`src/rtl/led_pkg.sv`:
```
// Shared definitions for the LED bank: channel drive modes.
// Latency: n/a. Backpressure: n/a.
package led_pkg;

    typedef enum logic [1:0] {
        MODE_OFF   = 2'd0,
        MODE_ON    = 2'd1,
        MODE_BLINK = 2'd2,
        MODE_PWM   = 2'd3
    } mode_e;

endpackage

```
`src/rtl/led_prescaler.sv`:
```
// Time-base divider: one-clk tick every PRESC_DIV clocks, decoded from the registered count.
// Latency: first tick PRESC_DIV-1 edges after reset release. Backpressure: none, free-running.
module led_prescaler #(
    parameter int PRESC_DIV = 1000
) (
    input  logic clk,
    input  logic rst,
    output logic tick
);

    localparam int PW = (PRESC_DIV > 1) ? $clog2(PRESC_DIV) : 1;
    localparam logic [PW-1:0] LAST = PW'(PRESC_DIV - 1);

    logic [PW-1:0] count_q;

    always_ff @(posedge clk or negedge rst) begin
        if (!rst) begin
            count_q <= '0;
        end else if (count_q == LAST) begin
            count_q <= '0;
        end else begin
            count_q <= count_q + PW'(1);
        end
    end

    // Gated by reset so a divide-by-one build still shows tick=0 while held in reset.
    assign tick = rst && (count_q == LAST);

endmodule

```
`src/rtl/led_bank.sv`:
```
// Multi-channel LED driver: per-channel OFF/ON/BLINK/PWM on a shared prescaled time base.
// Latency: led reflects a config write at the second edge after the write edge. Backpressure: none.
module led_bank
    import led_pkg::*;
#(
    parameter  int NUM_LEDS  = 4,
    parameter  int CNT_W     = 8,
    parameter  int PRESC_DIV = 1000,
    localparam int CH_W      = (NUM_LEDS > 1) ? $clog2(NUM_LEDS) : 1
) (
    input  logic                clk,
    input  logic                rst,
    input  logic                cfg_we,
    input  logic [CH_W-1:0]     cfg_ch,
    input  logic [1:0]          cfg_mode,
    input  logic [CNT_W-1:0]    cfg_val,
    output logic [NUM_LEDS-1:0] led,
    output logic                tick
);

    logic [CNT_W-1:0]    phase_q;
    logic [NUM_LEDS-1:0] drive_nxt;
    logic [NUM_LEDS-1:0] drive_q;

    led_prescaler #(
        .PRESC_DIV (PRESC_DIV)
    ) u_presc (
        .clk  (clk),
        .rst  (rst),
        .tick (tick)
    );

    always_ff @(posedge clk or negedge rst) begin
        if (!rst) begin
            phase_q <= '0;
        end else if (tick) begin
            phase_q <= phase_q + CNT_W'(1);
        end
    end

    for (genvar i = 0; i < NUM_LEDS; i++) begin : g_ch
        mode_e            mode_q;
        logic [CNT_W-1:0] val_q;
        logic [CNT_W-1:0] bcnt_q;
        logic             bstate_q;
        logic             wr_hit;

        // Indices >= NUM_LEDS never match a channel, so such writes fall through untouched.
        assign wr_hit = cfg_we && (cfg_ch == CH_W'(i));

        always_ff @(posedge clk or negedge rst) begin
            if (!rst) begin
                mode_q   <= MODE_OFF;
                val_q    <= '0;
                bcnt_q   <= '0;
                bstate_q <= 1'b0;
            end else if (wr_hit) begin
                mode_q   <= mode_e'(cfg_mode);
                val_q    <= cfg_val;
                bcnt_q   <= '0;
                bstate_q <= 1'b0;
            end else if (tick && (mode_q == MODE_BLINK)) begin
                if (bcnt_q == val_q) begin
                    bcnt_q   <= '0;
                    bstate_q <= ~bstate_q;
                end else begin
                    bcnt_q <= bcnt_q + CNT_W'(1);
                end
            end
        end

        assign drive_nxt[i] = (mode_q == MODE_ON)
                            | ((mode_q == MODE_BLINK) & bstate_q)
                            | ((mode_q == MODE_PWM) & (phase_q < val_q));
    end

    always_ff @(posedge clk or negedge rst) begin
        if (!rst) begin
            drive_q <= '0;
            led     <= '0;
        end else begin
            drive_q <= drive_nxt;
            led     <= drive_q;
        end
    end

endmodule

```
`config.mk`:
```
export PLATFORM = sky130hd
export DESIGN_NAME = led_bank
export DESIGN_NICKNAME = d
export VERILOG_FILES = /design/src/rtl/led_pkg.sv /design/src/rtl/led_prescaler.sv /design/src/rtl/led_bank.sv
export SDC_FILE = /design/constraint.sdc
export NUM_CORES = 1
export LEC_CHECK = 0
export ABC_AREA = 1
export BUFFER_PORTS_ARGS = -buffer_cell sky130_fd_sc_hd__buf_2
export CORE_AREA = 2 2 105 107
export CTS_BUF_LIST = sky130_fd_sc_hd__clkbuf_16
export DETAILED_ROUTE_END_ITERATION = 8
export DIE_AREA = 0 0 107 109
export GPL_ROUTABILITY_DRIVEN = 0
export PLACE_DENSITY = 0.74
export SLEW_MARGIN = 10
export SYNTH_ARGS = -nofsm -noshare
export SYNTH_HDL_FRONTEND = slang
export SYNTH_HIERARCHICAL = 1
export SYNTH_SLANG_ARGS = --single-unit
```
`constraint.sdc`:
```
create_clock -name clk -period 2.2 [get_ports clk]
set_clock_uncertainty 0.2 [all_clocks]
set_input_delay 0.22 -clock clk [delete_from_list [all_inputs] [get_ports clk]]
set_output_delay 0.22 -clock clk [all_outputs]
set_load 0.01 [all_outputs]
```
Word-level counts from Yosys, hierarchy flattened
Cells that the tools add are included.
Widths: inputs -> output; s select.

cells by class
  $add $sub $neg = 6
  $lt $le $gt $ge = 4
  eq/ne operators = 20
  mux-type cells = 25
  bitwise operators = 20
  reductions and logical operators = 22

operators with widths
  kind                   number
  $mux 8                 12
  $add 8x1->8 const B    5
  $eq 8x8->1             4
  $lt 8x8->1             4
  $eq 2x2->1 const B     10
  $reduce_bool 2->1      8
  $mux 1                 12
  $add 10x1->10 const B  1
  $eq 10x10->1 const B   1
  $eq 2x1->1 const B     5
  $mux 10                1
  $logic_and 1x1->1      9
  $and 1x1->1            8
  $or 1x1->1             8
  $reduce_and 2->1       4
  $not 1->1              4
  $logic_not 2->1        1

storage, ports and cells
  flip-flop bits (word level) = 102
  input bits = 15
  output and inout bits = 5

Logic depth before layout (Yosys ltp)
Gate-level depths: netlist of the first run.

  word-level depth = 5
  gate-level depth with buffers = 12

By module
Netlist of the first run, hierarchy kept.

by module, submodules not included
  module         instances  cells each  area each (um2)  seq. area each (um2)
  led_bank       1          657         5178.7           2302.2
  led_prescaler  1          66          505.5            250.2

Worst setup path after synthesis of the first run
OpenSTA, ideal clock, no wires.

  kind = reg2reg
  start = register u_presc.count_q[0]
  end = register g_ch[3].bcnt_q[5]
  library setup time = 83 ps
  arrival time = 1981 ps
  required time = 1917 ps
  setup slack = -65 ps
  cell stages (with the launch flop) = 12
  buffers on the path = 2
  cell sequence = dfrtp_1 ha_1 nand2_1 nor2_1 nand3_2 nor2_1 buf_2 nand2_1 o21ai_4 buf_2 nand3b_1 o22ai_1

between the ends
  longest elaborated chain between the ends = 4

ends and longest elaborated chain
  element                             RTL line             source
  start: declaration                  led_prescaler.sv:14  logic [PW-1:0] count_q;
  start signal: assignment            led_prescaler.sv:22  count_q <= count_q + PW'(1);
  $eq 10x10->1                        led_prescaler.sv:27  assign tick = rst && (count_q == LAST);
  $logic_and 1x1->1                   led_prescaler.sv:27
  named net tick                      led_bank.sv:18       output logic tick
  $logic_and 1x1->1                   led_bank.sv:62       end else if (tick && (mode_q == MODE_BLINK)) begin
  $reduce_bool 2->1 (no source line)  n/a
  end signal: assignment              led_bank.sv:67       bcnt_q <= bcnt_q + CNT_W'(1);
  end: declaration                    led_bank.sv:44       logic [CNT_W-1:0] bcnt_q;

The timed path passes the listed nets, and every way through them passes these cells.
A chain may end at the register's enable or synchronous reset.

Worst setup path after layout of the first run
  start = register u_presc.count_q[1]
  end = output port tick

between the ends
  longest elaborated chain between the ends = 2

ends and longest elaborated chain
  element            RTL line
  $eq 10x10->1       led_prescaler.sv:27
  $logic_and 1x1->1  led_prescaler.sv:27
  end: declaration   led_bank.sv:18

Every way passes these cells.

==> impl_metrics.yaml, run 1 <==
synthesis:
  synthArstFlopShare: 1.00
  ys_ff_latch: 102
  ys_top_cells_by_count: "nand2_1, dfrtp_1, inv_1"
  syn_area_per_cell_um2: 7.86
  yosysTopAreaCellShare: 0.449
  synth_edf_count: 0
  syn-num-nets: 772
  synth-warning-count: 6
  synthCells: 723
  synth_seq_area_share: 0.449
  synth_area_leaders: "dfrtp_1, nand2_1, ha_1"
  synth_area_um2: 5680
  synth.distinct_cells: 28
  synth_ff_type: "dfrtp_1"
  yosys.cell_count.top_type: "nand2_1"
  synth_top_cell_by_area: "dfrtp_1"
clocking:
  cts_buffers: 9
  cts-root-to-sink-buffers: 2
  clk_latency_ps: 360
  cts_tree: "built"
  cts.clk_slew.worst_paths_ps: 70
  clock-sinks: 102
  cts-root-buf: "clkbuf_16"
  htreeDepth: 3
hold_path:
  hp-start: "cfg_val[2]"
  hold_class: "in2reg"
  hold_end: "g_ch[1].val_q[2]"
  whs_path_depth: 3
grt:
  grt_overflow_total: 0
  grt_pass1_vias: 4571
  grt_max_degree: 61
  antenna_found_initial: 0
  grt_pass1_wl_um: 21500
  grt_usage: 0.238
floorplan:
  dieHeight_um: 109
  io_pins: 20
  placementRows: 38
  fp.dieW_um: 107
  die-area_um2: 11700
  start_util: 0.536
  design.core.area_um2: 10600
place:
  hpwlAfterDp_um: 8910
  io_buffers: 19
  dp_cells: 887
  place_ws_ps: 27.8
critical_path:
  r2r_end: "g_ch[3].bcnt_q[3]"
  critPathLaunchType: "flop"
  critPathMaxFanout: 5
  timing.reg2reg.setup_slack_ps: 50
  cp.required_ps: 1780
  cp-end-kind: "output port"
  crit_type: "reg2out"
  crit_arrival_ps: 1750
  r2r-start: "u_presc/count_q[1]"
  r2r_cells: 13
power:
  worst_ir_drop_vdd_mv: 0.648
  power.total_mw: 5.45
  p_leak_nw: 3.40
  p_per_area_nw_per_um2: 829
sta:
  worst_pin_slew_ps: 783
  fmax_mhz: 462
  slew_violations: 0
  period_share: 0.985
  fin_crit_ps: 2170
  hold_violations: 1
  final-setup-viol-count: 0
  slew_headroom: 0.478
  worst_slack_ps: 33.6
  whs_ps: -0.157
  rsz0062_at_grt: "yes"
final_layout:
  instances_no_fill: 918
  antenna_cells: 0
  utilization: 0.621
  post_route_cells_drive_above_1_share: 0.131
  area_delta_synth_final_pct: 15.8
  nNetsFinal: 822
route:
  ant_nets: 0
  drc: 0
  vias: 4797
  drt-vias-per-instance: 5.23
  first_pass_iters: 7
  drt-wirelength-per-cell_um: 14.2
  drtIter0Drc: 253
  wl_um: 13100
outcome:
  violations: "negative hold slack"
  run_status: "finished with violations"
run:
  max_cap_viol_count: 0
==> power breakdown <==
part	total (mW)	leakage [nW]	switching (mW)	internal (mW)
clock	1.65	0.146	0.755	0.897
sequential	2.59	1.29	0.366	2.22
combinational	1.22	1.96	0.687	0.529
total	5.45	3.40	1.81	3.65
==> metal layers <==
layer	vias up	global-route usage	routed length, um
met4	0	0.100	316
met2	100	0.411	6650
met3	19	0.0436	674
li1	2420	-	-
met1	2258	0.295	5430
met5	-	0	0
==> sequential cells by signal (all words and copies together) (netlist names) <==
signal,cells
g_ch.bcnt_q,32
phase_q,8
g_ch.bstate_q,4
drive_q,4
g_ch.mode_q,8
g_ch.val_q,32
u_presc/count_q,10
led,4
==> metrics by stage <==
stage | TNS (ps) | hold WS (ps) | cell area, um2
floorplan | 0 | -276 | 5690
global placement | 0 | 132 | 6060
detailed placement | 0 | 137 | 6060
CTS | 0 | 2.09 | 6430
global route | -343 | 27.9 | 6580
finish | 0 | -0.157 | 6580
==> cell usage in the layout (no fill, tap or decap), types with 3 or more instances in the layout <==
master	synthesis	layout
nor2_2	3	6
nand3_2	5	6
buf_4	0	26
o21ai_1	21	21
xor2_1	11	11
o22ai_1	3	3
clkbuf_16	0	10
nand3_1	34	33
buf_2	5	18
nor2_1	41	37
nand2_2	2	6
ha_1	34	33
a21oi_1	33	31
xnor2_1	22	22
nand4_1	13	13
a31oi_1	3	3
o21ai_0	37	36
nand3b_1	8	8
inv_1	86	86
nand2_1	227	221
inv_2	8	8
dfrtp_1	102	102
a211oi_1	4	4
nor3_1	5	4
buf_6	0	4
==> timing repair <==
| action | 4_1_cts | 5_1_grt |
|---|---|---|
| gates resized for setup | 4 | 21 |
| setup buffers | 5 | 7 |
| endpoints found under the hold margin | 60 | 0 |
| setup endpoints to repair | 3 | 26 |
| cloned | 0 | 1 |
| hold buffers | 2 | 0 |
| pin swaps | 3 | 12 |
==> logic make-up (layout without fill, tap and decap cells) <==
| family | count (synthesis) | count (layout) | share of synthesized area |
|---|---|---|---|
| and+or+nand+nor | 340 | 340 | 0.253 |
| xor gates and xnor gates | 33 | 33 | 0.0508 |
| DFF | 102 | 102 | 0.449 |
| buffers and inverters | 108 | 163 | 0.0724 |
| AOI/OAI and AO/OA | 106 | 106 | 0.100 |
| adders and majority gates | 34 | 34 | 0.0748 |
==> critical path, stage by stage (launching register included) <==
cell and delay (ps):
dfrtp_1 360, ha_2 190, nand2_2 70, nor2_2 90
nand3_2 110, nor2_4 170, buf_4 150, clkbuf_16 130
buf_2 120
==> cell type report <==
cell class | count | area (um2)
Clock inverter | 7 | 78.8
Fill cell | 902 | 4020
Tap cell | 140 | 175
Sequential cell | 102 | 2550
Timing Repair Buffer | 53 | 415
Multi-Input combinational cell | 513 | 2780
Clock buffer | 9 | 225
Inverter | 94 | 353
==> how the worst max path moves through the flow <==
stage / start / end / slack, ps / depth (start not counted)
after detailed placement: u_presc/count_q[0] / g_ch[3].bcnt_q[3] / 30 / 12
after floorplan: u_presc/count_q[0] / phase_q[7] / 10 / 10
after CTS: u_presc/count_q[1] / g_ch[3].bcnt_q[7] / 1 / 13
after global placement: u_presc/count_q[0] / g_ch[3].bcnt_q[3] / 70 / 12
final: u_presc/count_q[1] / tick / 30 / 8
after global routing: u_presc/count_q[1] / tick / -70 / 8
No activity file was read; power rests on OpenSTA's default activity.
==> run 2, diff against run 1 <==
--- a/config.mk
+++ b/config.mk
@@ -7,12 +7,12 @@
 export LEC_CHECK = 0
 export ABC_AREA = 1
 export BUFFER_PORTS_ARGS = -buffer_cell sky130_fd_sc_hd__buf_2
-export CORE_AREA = 2 2 105 107
+export CORE_AREA = 2 2 110 112
 export CTS_BUF_LIST = sky130_fd_sc_hd__clkbuf_16
 export DETAILED_ROUTE_END_ITERATION = 8
-export DIE_AREA = 0 0 107 109
+export DIE_AREA = 0 0 112 114
 export GPL_ROUTABILITY_DRIVEN = 0
-export PLACE_DENSITY = 0.74
+export PLACE_DENSITY = 0.68
 export SLEW_MARGIN = 10
 export SYNTH_ARGS = -nofsm -noshare
 export SYNTH_HDL_FRONTEND = slang
==> constraint.sdc (replaced) <==
create_clock -name clk -period 1.75 [get_ports clk]
set_clock_uncertainty 0.2 [all_clocks]
set_input_delay 0.175 -clock clk [delete_from_list [all_inputs] [get_ports clk]]
set_output_delay 0.175 -clock clk [all_outputs]
set_load 0.01 [all_outputs]
==> impl_metrics.yaml, run 2 (same netlist as run 1, synthesis figures left out) <==
route:
  vias: 4959
  drt-wirelength-per-cell_um: 14.1
  drc: 0
  drtIter0Drc: 286
  first_pass_iters: 5
  ant_nets: 0
  wl_um: 13500
  drt-vias-per-instance: 5.18
power:
  worst_ir_drop_vdd_mv: 0.927
  netSwitchingFraction: 0.342
  p_seq_frac: 0.479
  p_int_mw: 4.49
  share_comb_of_total_power: 0.236
  p_per_area_nw_per_um2: 975
  p_leak_nw: 3.59
  power_switching_mw: 2.33
  clockPowerShare: 0.285
place:
  placed_cell_area_um2: 6320
  hpwlAfterDp_um: 9370
  io_buffers: 19
  dp_cells: 918
grt:
  grt_max_degree: 103
  grt_pass1_wl_um: 23000
  grt_pass1_vias: 4893
  grt_usage: 0.227
  antenna_found_initial: 0
  grt_overflow_total: 0
sta:
  worst_pin_slew_ps: 553
  rsz0062_at_grt: "yes"
  period_share: 1.15
  slew_headroom: 0.631
  slew_violations: 0
  hold_violations: 0
  final-setup-viol-count: 44
  worst_slack_ps: -268
  whs_ps: 5.74
  fin_crit_ps: 2020
  fmax_mhz: 496
critical_path:
  crit_type: "reg2reg"
  timing.reg2reg.setup_slack_ps: -270
  path_cells: "ha_4 -> nand2_4 -> nor2_4 -> nand3_4 -> nor2_4 -> buf_12 -> nand2_4 -> o21ai_4 -> inv_2 -> nor2_4 -> xnor2_2 -> a21oi_1"
  r2r_end: "g_ch[3].bcnt_q[3]"
  critPathLaunchType: "flop"
  cp.required_ps: 1780
  cp-end-kind: "flop"
  critPathMaxFanout: 6
  r2r-start: "u_presc/count_q[0]"
  crit_top_cell: "nor2_4"
  slowest_stage: "dfrtp_1"
  cpPeakStageDelay_ps: 400
  crit_arrival_ps: 2050
  r2r_cells: 12
final_layout:
  area_delta_synth_final_pct: 23.0
  antenna_cells: 0
  utilization: 0.597
  layout_commonest_cell: "nand2_1"
  nNetsFinal: 854
  post_route_cells_drive_above_1_share: 0.188
  final_cell_mix: "nand2_1, dfrtp_1, inv_1"
  instances_no_fill: 957
  fin_area_um2: 6990
  reg_top3: "g_ch.bcnt_q: 32 flops, g_ch.val_q: 32 flops, u_presc/count_q: 10 flops"
clocking:
  clock-sinks: 102
  cts-root-buf: "clkbuf_16"
  clk_latency_ps: 360
  cts.clk_slew.worst_paths_ps: 70
  cts_tree: "built"
  cts-root-to-sink-buffers: 2
  cts_buffers: 9
  htreeDepth: 3
floorplan:
  io_pins: 20
  die-area_um2: 12800
  placementRows: 40
  start_util: 0.485
  fp.dieW_um: 112
  dieHeight_um: 114
  design.core.area_um2: 11700
run:
  max_cap_viol_count: 0
hold_path:
  hp-start: "cfg_val[1]"
  hold_class: "in2reg"
  hold_end: "g_ch[3].val_q[1]"
  whs_path_depth: 3
outcome:
  run_status: "finished with violations"
  violations: "negative setup slack"
-- run 2: worst max-delay path by stage --
stage          depth (start not counted)  slack [ps]                 to               start
2_1_floorplan                         12        -300  g_ch[3].bcnt_q[3]  u_presc/count_q[0]
3_3_place_gp                          12        -270   g_ch[3].bstate_q  u_presc/count_q[1]
3_5_place_dp                          11        -320  g_ch[3].bcnt_q[5]  u_presc/count_q[1]
4_1_cts                               11        -250  g_ch[3].bcnt_q[5]  u_presc/count_q[0]
5_1_grt                               12        -370  g_ch[3].bcnt_q[3]  u_presc/count_q[0]
6_report                              12        -270  g_ch[3].bcnt_q[3]  u_presc/count_q[0]
-- run 2: power groups by stage --
stage                     Combinational (mW)  Clock [mW]  Sequential, mW
after floorplan                         1.15           0            3.17
after global placement                  1.45           0            3.28
after detailed placement                1.52           0            3.29
after CTS                               1.57        1.98            3.25
after global routing                    1.87        2.08            3.34
final                                   1.61        1.94            3.27
-- run 2: per-stage QoR --
step           TNS, ps  worst slack [ps]  total power, mW
2_1_floorplan    -6590              -296             4.32
3_3_place_gp     -7300              -266             4.73
3_5_place_dp     -9880              -317             4.82
4_1_cts          -8210              -246             6.80
5_1_grt         -12350              -372             7.29
6_report         -7740              -268             6.82
-- run 2: cell type report --
class,instances,area [um2]
repair buffers,83,652
flip-flops and latches,102,2560
inverters,94,358
clock inverters,7,55.1
well taps,147,184
clock buffers,9,225
multi-input cells,515,2960
fillers,1054,4720
-- run 2: timing repair --
| action | 4_1_cts | 5_1_grt |
|---|---|---|
| endpoints found under the hold margin | 118 | 0 |
| setup buffers | 6 | 6 |
| pin swaps | 12 | 15 |
| gates resized for setup | 13 | 35 |
| hold buffers | 9 | 0 |
| cloned | 2 | 0 |
| setup endpoints to repair | 45 | 48 |
-- run 2: worst max-delay path: cells and delay by family, from the launching register on --
family	cells	cell delay, ps
DFF	1	400
adders and majority gates	1	160
buffers and inverters	2	230
AOI/OAI and AO/OA	2	260
and+or+nand+nor	6	530
xor gates and xnor gates	1	120
-- run 2: per-layer routing --
metal / up-vias / global-route usage / part of all wire
li1: 2487 / - / -
met1: 2373 / 0.289 / 0.44
met2: 85 / 0.393 / 0.51
met3: 14 / 0.0489 / 0.034
met4: 0 / 0.0659 / 0.013
met5: - / 0 / 0
